$ cat src/rtl/i2s_codec_bridge.sv
// I2S master bridge: serialises one 16-bit L/R pair per audio_en frame and captures one pair back.
// Optional build macro I2S_LOOPBACK_EN feeds the internal serial output back into the RX path.
module i2s_codec_bridge #(
  parameter int BCLK_HALF = 9
) (
  input  logic        clk,
  input  logic        rstn,
  input  logic        audio_en,
  input  logic [15:0] audio_lo,
  input  logic [15:0] audio_ro,
  output logic [15:0] audio_li,
  output logic [15:0] audio_ri,
  output logic        rx_valid,
  output logic        i2s_bclk,
  output logic        i2s_lrck,
  output logic        i2s_sdo,
  input  logic        i2s_sdi,
  output logic        busy,
  output logic        overrun
);

  // Handshake: audio_en is a one-cycle strobe accepted only in IDLE; rx_valid is a one-cycle
  // strobe with no back-pressure, audio_li/audio_ri hold until the next strobe.
  typedef enum logic {IDLE, XFER} state_t;

  localparam int CW = 5;
  localparam logic [CW-1:0] HALF_M1   = CW'(BCLK_HALF - 1);
  localparam logic [CW-1:0] SLOT_LAST = CW'(2 * BCLK_HALF - 1);

  state_t      state, state_nxt;
  logic [CW-1:0] cnt;
  logic [5:0]  slot;
  logic [31:0] tx;
  logic [15:0] rx_l, rx_r;

  logic       slot_end, frame_end, bclk_rise;
  logic [5:0] slot_nxt;
  logic [4:0] j_nxt, bit_idx;
  logic       sdo_nxt, rx_slot, din;

  assign busy      = (state == XFER);
  assign slot_end  = busy && (cnt == SLOT_LAST);
  assign frame_end = slot_end && (slot == 6'd63);
  assign bclk_rise = busy && (cnt == HALF_M1);

  // Next slot's data bit: channel slots 1..16 carry sample bits 15..0, tx = {ro, lo}.
  assign slot_nxt = slot + 6'd1;
  assign j_nxt    = slot_nxt[4:0];
  assign bit_idx  = {slot_nxt[5], 4'(5'd16 - j_nxt)};
  assign sdo_nxt  = (j_nxt != 5'd0) && (j_nxt <= 5'd16) ? tx[bit_idx] : 1'b0;
  assign rx_slot  = (slot[4:0] != 5'd0) && (slot[4:0] <= 5'd16);

`ifdef I2S_LOOPBACK_EN
  logic unused_sdi;
  assign unused_sdi = i2s_sdi;
  assign din        = i2s_sdo;
`else
  assign din        = i2s_sdi;
`endif

  always_ff @(posedge clk or negedge rstn) begin
    if (!rstn) state <= IDLE;
    else       state <= state_nxt;
  end

  always_comb begin
    state_nxt = state;
    case (state)
      IDLE:    if (audio_en)  state_nxt = XFER;
      XFER:    if (frame_end) state_nxt = IDLE;
      default: state_nxt = IDLE;
    endcase
  end

  always_ff @(posedge clk or negedge rstn) begin
    if (!rstn) begin
      cnt      <= '0;
      slot     <= '0;
      tx       <= '0;
      rx_l     <= '0;
      rx_r     <= '0;
      audio_li <= '0;
      audio_ri <= '0;
      rx_valid <= 1'b0;
      overrun  <= 1'b0;
      i2s_bclk <= 1'b0;
      i2s_lrck <= 1'b1;
      i2s_sdo  <= 1'b0;
    end else begin
      rx_valid <= 1'b0;
      if (state == IDLE) begin
        if (audio_en) begin
          tx       <= {audio_ro, audio_lo};
          cnt      <= '0;
          slot     <= '0;
          rx_l     <= '0;
          rx_r     <= '0;
          i2s_bclk <= 1'b0;
          i2s_lrck <= 1'b0;
          i2s_sdo  <= 1'b0;
        end
      end else begin
        if (audio_en) overrun <= 1'b1;
        // Sample on the edge that raises bclk, mid-slot where sdi is stable.
        if (bclk_rise) begin
          i2s_bclk <= 1'b1;
          if (rx_slot) begin
            if (slot[5]) rx_r <= {rx_r[14:0], din};
            else         rx_l <= {rx_l[14:0], din};
          end
        end
        if (slot_end) begin
          cnt      <= '0;
          i2s_bclk <= 1'b0;
          if (frame_end) begin
            slot     <= '0;
            i2s_lrck <= 1'b1;
            i2s_sdo  <= 1'b0;
            audio_li <= rx_l;
            audio_ri <= rx_r;
            rx_valid <= 1'b1;
          end else begin
            slot     <= slot_nxt;
            i2s_lrck <= slot_nxt[5];
            i2s_sdo  <= sdo_nxt;
          end
        end else begin
          cnt <= cnt + CW'(1);
        end
      end
    end
  end

endmodule

$ cat config.mk
export PLATFORM = sky130hd
export DESIGN_NAME = i2s_codec_bridge
export DESIGN_NICKNAME = d
export VERILOG_FILES = /design/src/rtl/i2s_codec_bridge.sv
export SDC_FILE = /design/constraint.sdc
export NUM_CORES = 1
export LEC_CHECK = 0
export CAP_MARGIN = 25
export CORE_ASPECT_RATIO = 2
export CORE_MARGIN = 3
export CORE_UTILIZATION = 45
export CTS_CLUSTER_DIAMETER = 120
export CTS_CLUSTER_SIZE = 10
export DETAILED_ROUTE_END_ITERATION = 6
export PLACE_DENSITY = 0.68
export SLEW_MARGIN = 10
export SYNTH_ARGS = -nofsm -noshare
export SYNTH_HDL_FRONTEND = slang
export SYNTH_SLANG_ARGS = --single-unit
$ cat constraint.sdc
create_clock -name clk -period 6 [get_ports clk]
set_clock_uncertainty 0.2 [all_clocks]
set_input_delay 1.8 -clock clk [delete_from_list [all_inputs] [get_ports clk]]
set_output_delay 1.8 -clock clk [all_outputs]
set_load 0.05 [all_outputs]
==> results of run 1 <==
[per-layer routing]
layer,vias to the layer above,GRT usage [%]
li1,1663,-
met1,1674,18.68
met2,91,29.87
met3,20,5.510
met4,0,8.139
met5,-,0
[Yosys cell counts (3+ instances only)]
| master | instances | area share [%] |
|---|---|---|
| ha_1 | 5 | 1.3 |
| o21ai_2 | 4 | 0.71 |
| o21ai_0 | 44 | 4.5 |
| nand2_1 | 108 | 8.2 |
| nand3_1 | 24 | 2.4 |
| inv_1 | 22 | 1.7 |
| a21oi_1 | 6 | 0.61 |
| xor2_1 | 4 | 0.71 |
| clkbuf_1 | 8 | 0.61 |
| mux4_2 | 4 | 1.8 |
| a22o_1 | 3 | 0.53 |
| buf_2 | 8 | 0.81 |
| nor2_1 | 7 | 0.53 |
| dfrtp_1 | 112 | 57 |
| buf_6 | 6 | 1.4 |
| mux2i_1 | 6 | 1.2 |
| o21ai_1 | 8 | 0.81 |
| mux2_2 | 33 | 7.5 |
[where the power goes]
part           internal [mW]  total [mW]  switching [mW]
Clock                  0.573       0.914           0.341
Combinational          0.299       0.624           0.325
Sequential             0.943        1.13           0.185
[through the flow]
step | cell area (sq um) | power (mW) | util (%)
global placement | 5694 | 1.731 | 53.67
finish | 6277 | 2.666 | 59.16
CTS | 6235 | 2.687 | 58.76
detailed placement | 5694 | 1.762 | 53.67
floorplan | 4928 | 1.578 | -
global route | 6277 | 2.826 | 59.16
[state kept, by name, indices dropped and copies added, names as in the netlist]
register / cells
cnt: 5
tx: 32
audio_li: 16
busy: 1
rx_r: 16
overrun: 1
audio_ri: 16
slot: 6
rx_l: 16
i2s_bclk: 1
i2s_lrck: 1
rx_valid: 1
i2s_sdo: 1
[path summary, 6_finish.rpt]
check,start,cells after the start,endpoint,slack (ps)
setup / recovery,busy,1,busy,2190
max in group asynchronous,rstn,3,audio_li[6],3500
setup reg to reg,slot[0],8,i2s_sdo,2940
hold / removal,overrun,1,overrun,250
hold reg to reg,overrun,1,overrun,250
min in group asynchronous,rstn,1,audio_ri[5],1040
[cell families after synthesis]
logic type / count (synthesis) / synth area share [%]
AOI/OAI and AO/OA: 74 / 8.734
xor gates and xnor gates: 5 / 0.8885
adders and majority gates: 5 / 1.269
buffers and inverters: 51 / 5.179
DFF: 113 / 57.40
muxes: 47 / 12.67
and+or+nand+nor: 156 / 13.86
[cell type report]
class                           instances  area share, %
Clock buffer                           21          7.176
Clock inverter                         11          1.435
Inverter                               24          1.435
Multi-Input combinational cell        287          29.52
Sequential cell                       113          45.07
Tap cell                              137          2.731
Timing Repair Buffer                   78          12.64
==> results.md, run 1 <==
Run status:
- The run finished with clean final reports.

Timing:
- The final worst slack is 2185 ps.
- The slew at the pin closest to its max-slew limit is 847.5 ps.
- The setup-violating endpoint count in the final report is 0.
- The worst pin sits at a relative slew slack of 43.50%.
- Based on the critical path, the design can be clocked at up to 262.2 MHz.
- Setup repair after global routing left no endpoint under its margin.
- The worst hold margin is 253.3 ps.
- The count of final max-slew check failures is 0.
- The final-report hold violation count is 0.
- Adding up every negative setup slack in the final design gives 0 ps.
- The share of the clock period used by the worst path is 63.58%.
- The final period demand of the worst path is 3815 ps.

Placed design:
- Buffers placed on the I/O ports in this run total 73.
- The half-perimeter wire length after detailed placement is 6605 um.
- The worst slack at placement is 1938 ps.
- Counting tap cells, the placed design contains a total of 637 instances.
- The final estimated routing congestion in global placement is 0.7998.

Floorplanning:
- The region available for standard cell placement spans 10610 sq um.
- The floorplan has 53 rows.
- The y dimension of the die is 154 um.
- During I/O placement, the number of pins put on the boundary was 74.
- The die extent in x is 80 um.
- The initial core utilization is 46.45%.
- The floorplan die area is 12320 sq um.

Layout:
- After filler insertion, the fill cell instance count of the layout stands at 927.
- In the layout the commonest cells are dfrtp_1, nand2_1, clkdlybuf4s50_1.
- The multi-input gate area in the final layout is 1853 sq um.
- In the final layout, flip-flops and latches occupy 2829 sq um.
- The post-route netlist has 16.10% of its cells at a drive strength greater than 1.
- The final net count is 562.
- The relative area change from synthesis to final layout is 27.37%.
- The most common cell after layout, fill and taps aside is dfrtp_1.
- The number of antenna diodes in the final layout is 0.
- The finished layout holds 671 standard cells, fillers aside.

Critical path:
- The largest fanout on the critical path is 10.
- The delay of the slowest critical-path stage is 870 ps.
- The cell family contributing the most delay on the critical path is buffers and inverters.
- The critical path startpoint category is a flop.
- The number of buffers and inverters on the critical path is 1.
- STA puts the critical path data arrival time at 1810 ps.
- Traced cell by cell, the critical path runs through clkdlybuf4s50_1.
- The critical path endpoint category is an output port.
- The slowest library cell on the worst path is clkdlybuf4s50_1.
- The worst setup path is of the flop to output port kind.
- Data on the critical path is required at its endpoint by 4000 ps.

Power:
- The worst-case vdd ir drop is 0.0002710 V.
- The static leakage is 2.955 nW.
- The total power per unit cell area is 424.7 nW/um^2.

Route:
- The uppermost signal routing layer after detailed routing is met4.
- In the detailed route, the total length drawn on met2 is 5349 um.
- The total via count in the routed design is 3448.
- In the routed layout, each cell is associated on average with a via count of 5.139.
- The post-detailed-route DRC marker count is 0.
- After detailed routing, the met3 layer carries 423 um of wire.
- For this block, the routed nets add up to 9635 um of wire.
- In this run the remaining antenna-violating nets after routing total 0.
- The first detailed-routing pass ran for 4 iterations.
- The average routed wire per standard cell is 14.36 um.
- In this run, the number of DRC markers left after iteration 0 of detailed routing was 186.
- The met1 layer wirelength in the final routing is 3613 um.

Clocking:
- In this run the clock root is driven by a clkbuf_16.
- The number of sinks on the clock net is 113.
- TritonCTS built the clock tree.
- The quantity of gates resized following cts is 0.
- No sink is reached through more buffers than the 2 on the longest clock path.
- The post-CTS repair timing setup buffer count is 0.
- Buffers inserted during clock tree synthesis total 17.
- The later pin in the worst-skew pair is clocked with a latency of 410 ps.
- The clock transition at the registers of the reported paths is 50 ps.
- Hold repair after CTS inserted 0 buffers.
- The number of H-tree levels is 4.

Logic synthesis:
- Counting distinct cell types in the post-synthesis netlist gives 50.
- The Yosys step of the flow raised 0 warnings.
- The number of flops mapped to enable cells by yosys is 0.
- Counting flops and latches in the post-synthesis netlist gives 113.
- Counting every net in the synthesized netlist gives 492.
- Summing every instance area after synthesis gives 4928 sq um.
- The sequential share of the synthesized area is 57.40%.
- A synthesized cell averages 10.93 sq um.
- The primary flip-flop cell chosen by synthesis mapping is dfrtp_1.
- Of all flip-flops after synthesis, the portion carrying an async set or reset was 100.0%.
- After technology mapping, the gate count stands at 451.

Global route:
- The pin count of the biggest net entering global routing is 77.
- The total congestion overflow after global routing is 0.
- The number of global-route vias before repair was 3476.
- The combined global-route utilization of all metal layers is 17.28%.
- The first-pass GRT wire length is 16500 um.
- The number of antenna violations at the first check in global routing was 0.

Worst hold path:
- The min-delay analysis places its worst path in the category flop to flop.

Run:
- The tool flagged a number of max-cap violations equal to 0.
No activity file was read; power rests on OpenSTA's default activity.
==> run 2, diff against run 1 <==
clock period = 3.7 ns   (was 6 ns; I/O delays follow)
==> run 2 against run 1 <==
Net effect: sequential power rose by 60%; register-to-register slack got worse by 2100 ps; sequential share of layout area fell by 0.38 points; global-route usage fell by 0.29 points; total power rose by 68%; critical path type unchanged; critical path depth did not move; flip-flop and latch count did not move.
==> results.md, run 2 (same netlist as run 1, synthesis figures left out) <==
Route:
- The final routed wirelength across all metal layers is 9608 um.
- The DRC marker count from the first detailed-route iteration is 211.
- The average routed wire per standard cell is 14.34 um.
- The first TritonRoute pass finished after 4 iterations.
- The total via count in the routed design is 3394.
- Using the TritonRoute via totals, the vias-per-cell ratio works out to 5.066.
- After detailed routing, the number of remaining DRC violations is 0.
- The residual antenna-violating net count after detailed routing is 0.

Global route:
- Entering global routing, the biggest net connects 114 pins.
- The combined global-route utilization of all metal layers is 16.99%.
- The number of global-route vias before repair is 3578.
- After global routing the overflow that remains totals 0.
- The number of antenna violations at the first check in global routing is 0.
- The first-pass GRT wire length is 16530 um.

Layout:
- The register containing the most flip-flops in the final layout is tx.
- The library cells used most frequently in the layout, excluding fill and tap cells, are dfrtp_1, nand2_1, clkdlybuf4s50_1.
- The register with the most flip-flops in the layout has 32 of them.
- Summing all non-filler instances in the final layout gives an area of 6331 sq um.
- The final standard cell utilization of the core is 59.67%.
- The share of cells above drive strength 1 is 15.95%.
- For this run, the post-layout net count is 562.
- Leaving out fill and tap cells, the most frequent cell in the layout is dfrtp_1.
- From synthesis to final layout, the design area changed by 28.46%.
- The repair_antennas step left the layout with diodes totalling 0.

Placed design:
- Detailed placement ended at an HPWL of 6488 um.
- In this run the tool buffered the top-level ports with 73 buffer cells.
- The worst slack at placement is 870.5 ps.
- The final estimated routing congestion in global placement is 0.7985.
- Once placement finished, the instance area stood at 5734 sq um.

Floorplanning:
- The floorplan has 53 rows.
- The initial utilization of the core area, before any placement, comes to 46.45%.
- In this run the count of I/O pins placed on the die edge is 74.
- The y dimension of the die is 154 um.
- The core outline area is 10610 sq um.
- The floorplan die area is 12320 sq um.
- In this run the horizontal extent of the chip is 80 um.

Clocking:
- The clock buffer count from CTS is 17.
- The later pin in the worst-skew pair is clocked with a latency of 400 ps.
- The H-tree was split into 4 levels.
- The clock net in this run drives a total of 113 sinks.
- Clock tree synthesis selected as its root buffer the cell clkbuf_16.
- The number of hold buffers added after CTS was 0.
- The TritonCTS clock tree is yes.
- The clock transition at the registers of the reported paths is 50 ps.
- The longest clock path from root to sink contains 2 buffers.
- The post-CTS repair timing setup buffer count is 0.
- After clock tree synthesis, the repair step resized 0 gates.

Run:
- The max-cap check violation count is 0.

Critical path:
- The slowest library cell on the worst path is clkdlybuf4s50_1.
- The critical path endpoint category is an output port.
- Among cell families on the critical path, the largest total delay comes from buffers and inverters.
- The largest single stage delay on the critical path is 870 ps.
- The data arrival time of the critical path is 1770 ps.
- The required time reported for the critical path endpoint is 2390 ps.
- The type of the worst setup path is flop to output port.
- In this run the worst path has a maximum fanout of 10.
- Walking the worst path, the cells encountered are clkdlybuf4s50_1.
- The critical path startpoint category is a flop.
- The number of buffers and inverters on the critical path is 1.

Power:
- The clock network burns 36.4% of the power.
- The total power per unit cell area is 708.3 nW/um^2.
- The static leakage is 2.984 nW.
- The switching power share of the total is 30.64%.
- Cell internal power was estimated by the tool at 3.110 mW.
- The net switching power of the design is 1.374 mW.
- The total power after layout is 4.484 mW.
- The worst-case IR drop observed on VDD is 0.0004615 V.
- The proportion of power drawn by flip-flops and latches is 40.3%.
- The share of total power dissipated in combinational logic is 23.4%.

Timing:
- Setup repair after global routing left no endpoint under its margin.
- The slew at the pin closest to its max-slew limit is 843.0 ps.
- Setup violations remaining at the end of the flow were counted as 0.
- The final-report hold violation count is 0.
- The final worst slack is 616.3 ps.
- The final period demand of the worst path is 3084 ps.
- In the final timing run, aggregate negative setup slack is 0 ps.
- The count of final max-slew check failures is 0.
- The worst path uses 83.34% of the clock period.
- The relative slew slack is 43.80%.
- Static timing analysis puts the maximum clock frequency at 324.3 MHz.

Worst hold path:
- The tightest min-delay check is of the flop to flop type.

Run status:
- The flow ran to the end, and the final reports show no timing, DRC or antenna violations.
==> run 2: worst paths after layout <==
kind	start	to	slack, ps	cells past startpoint
max in group asynchronous	rstn	tx[26]	2240	2
worst max-delay path	busy	busy	620	1
min in group asynchronous	rstn	audio_ri[3]	550	2
worst min-delay path	overrun	overrun	260	1
worst min register to register	overrun	overrun	260	1
worst max register to register	slot[0]	i2s_sdo	830	8
==> run 2: area by class of cell <==
| type | instances | area [sq um] |
|---|---|---|
| clock buffers | 22 | 464.2 |
| clock inverters | 9 | 132.6 |
| fillers | 898 | 4279 |
| inverters | 24 | 90.09 |
| multi-input cells | 287 | 1853 |
| flip-flops and latches | 113 | 2829 |
| well taps | 137 | 171.4 |
| repair buffers | 78 | 790.8 |
==> run 2: metrics by stage <==
stage	instances	hold slack, ps
floorplan	451	237.5
global placement	639	239.3
detailed placement	639	244.6
CTS	670	256.4
global route	670	285.6
finish	670	258.2
==> run 2: worst reg2reg max path: stages (launching register included) <==
cell and delay [ps]:
dfrtp_1 630, inv_1 130, ha_1 650, nor2_1 150, a21bo_2 250, o211ai_2 270
mux2i_1 120, mux2_2 270, o21ai_1 120
==> run 2: per-layer routing <==
metal	vias up	track usage (%)	share of wire, %
li1	1656	-	-
met1	1659	19.13	41
met2	70	29.87	55
met3	9	4.162	3.2
met4	0	7.091	1.1
met5	-	0	0
==> run 2: power by group through the flow <==
stage	registers [mW]	clock network, mW	logic, mW
3_5_place_dp	1.82	0	1.05
2_1_floorplan	1.80	0	0.759
3_3_place_gp	1.80	0	1.01
5_1_grt	1.84	1.73	1.18
6_report	1.81	1.63	1.05
4_1_cts	1.80	1.66	1.07
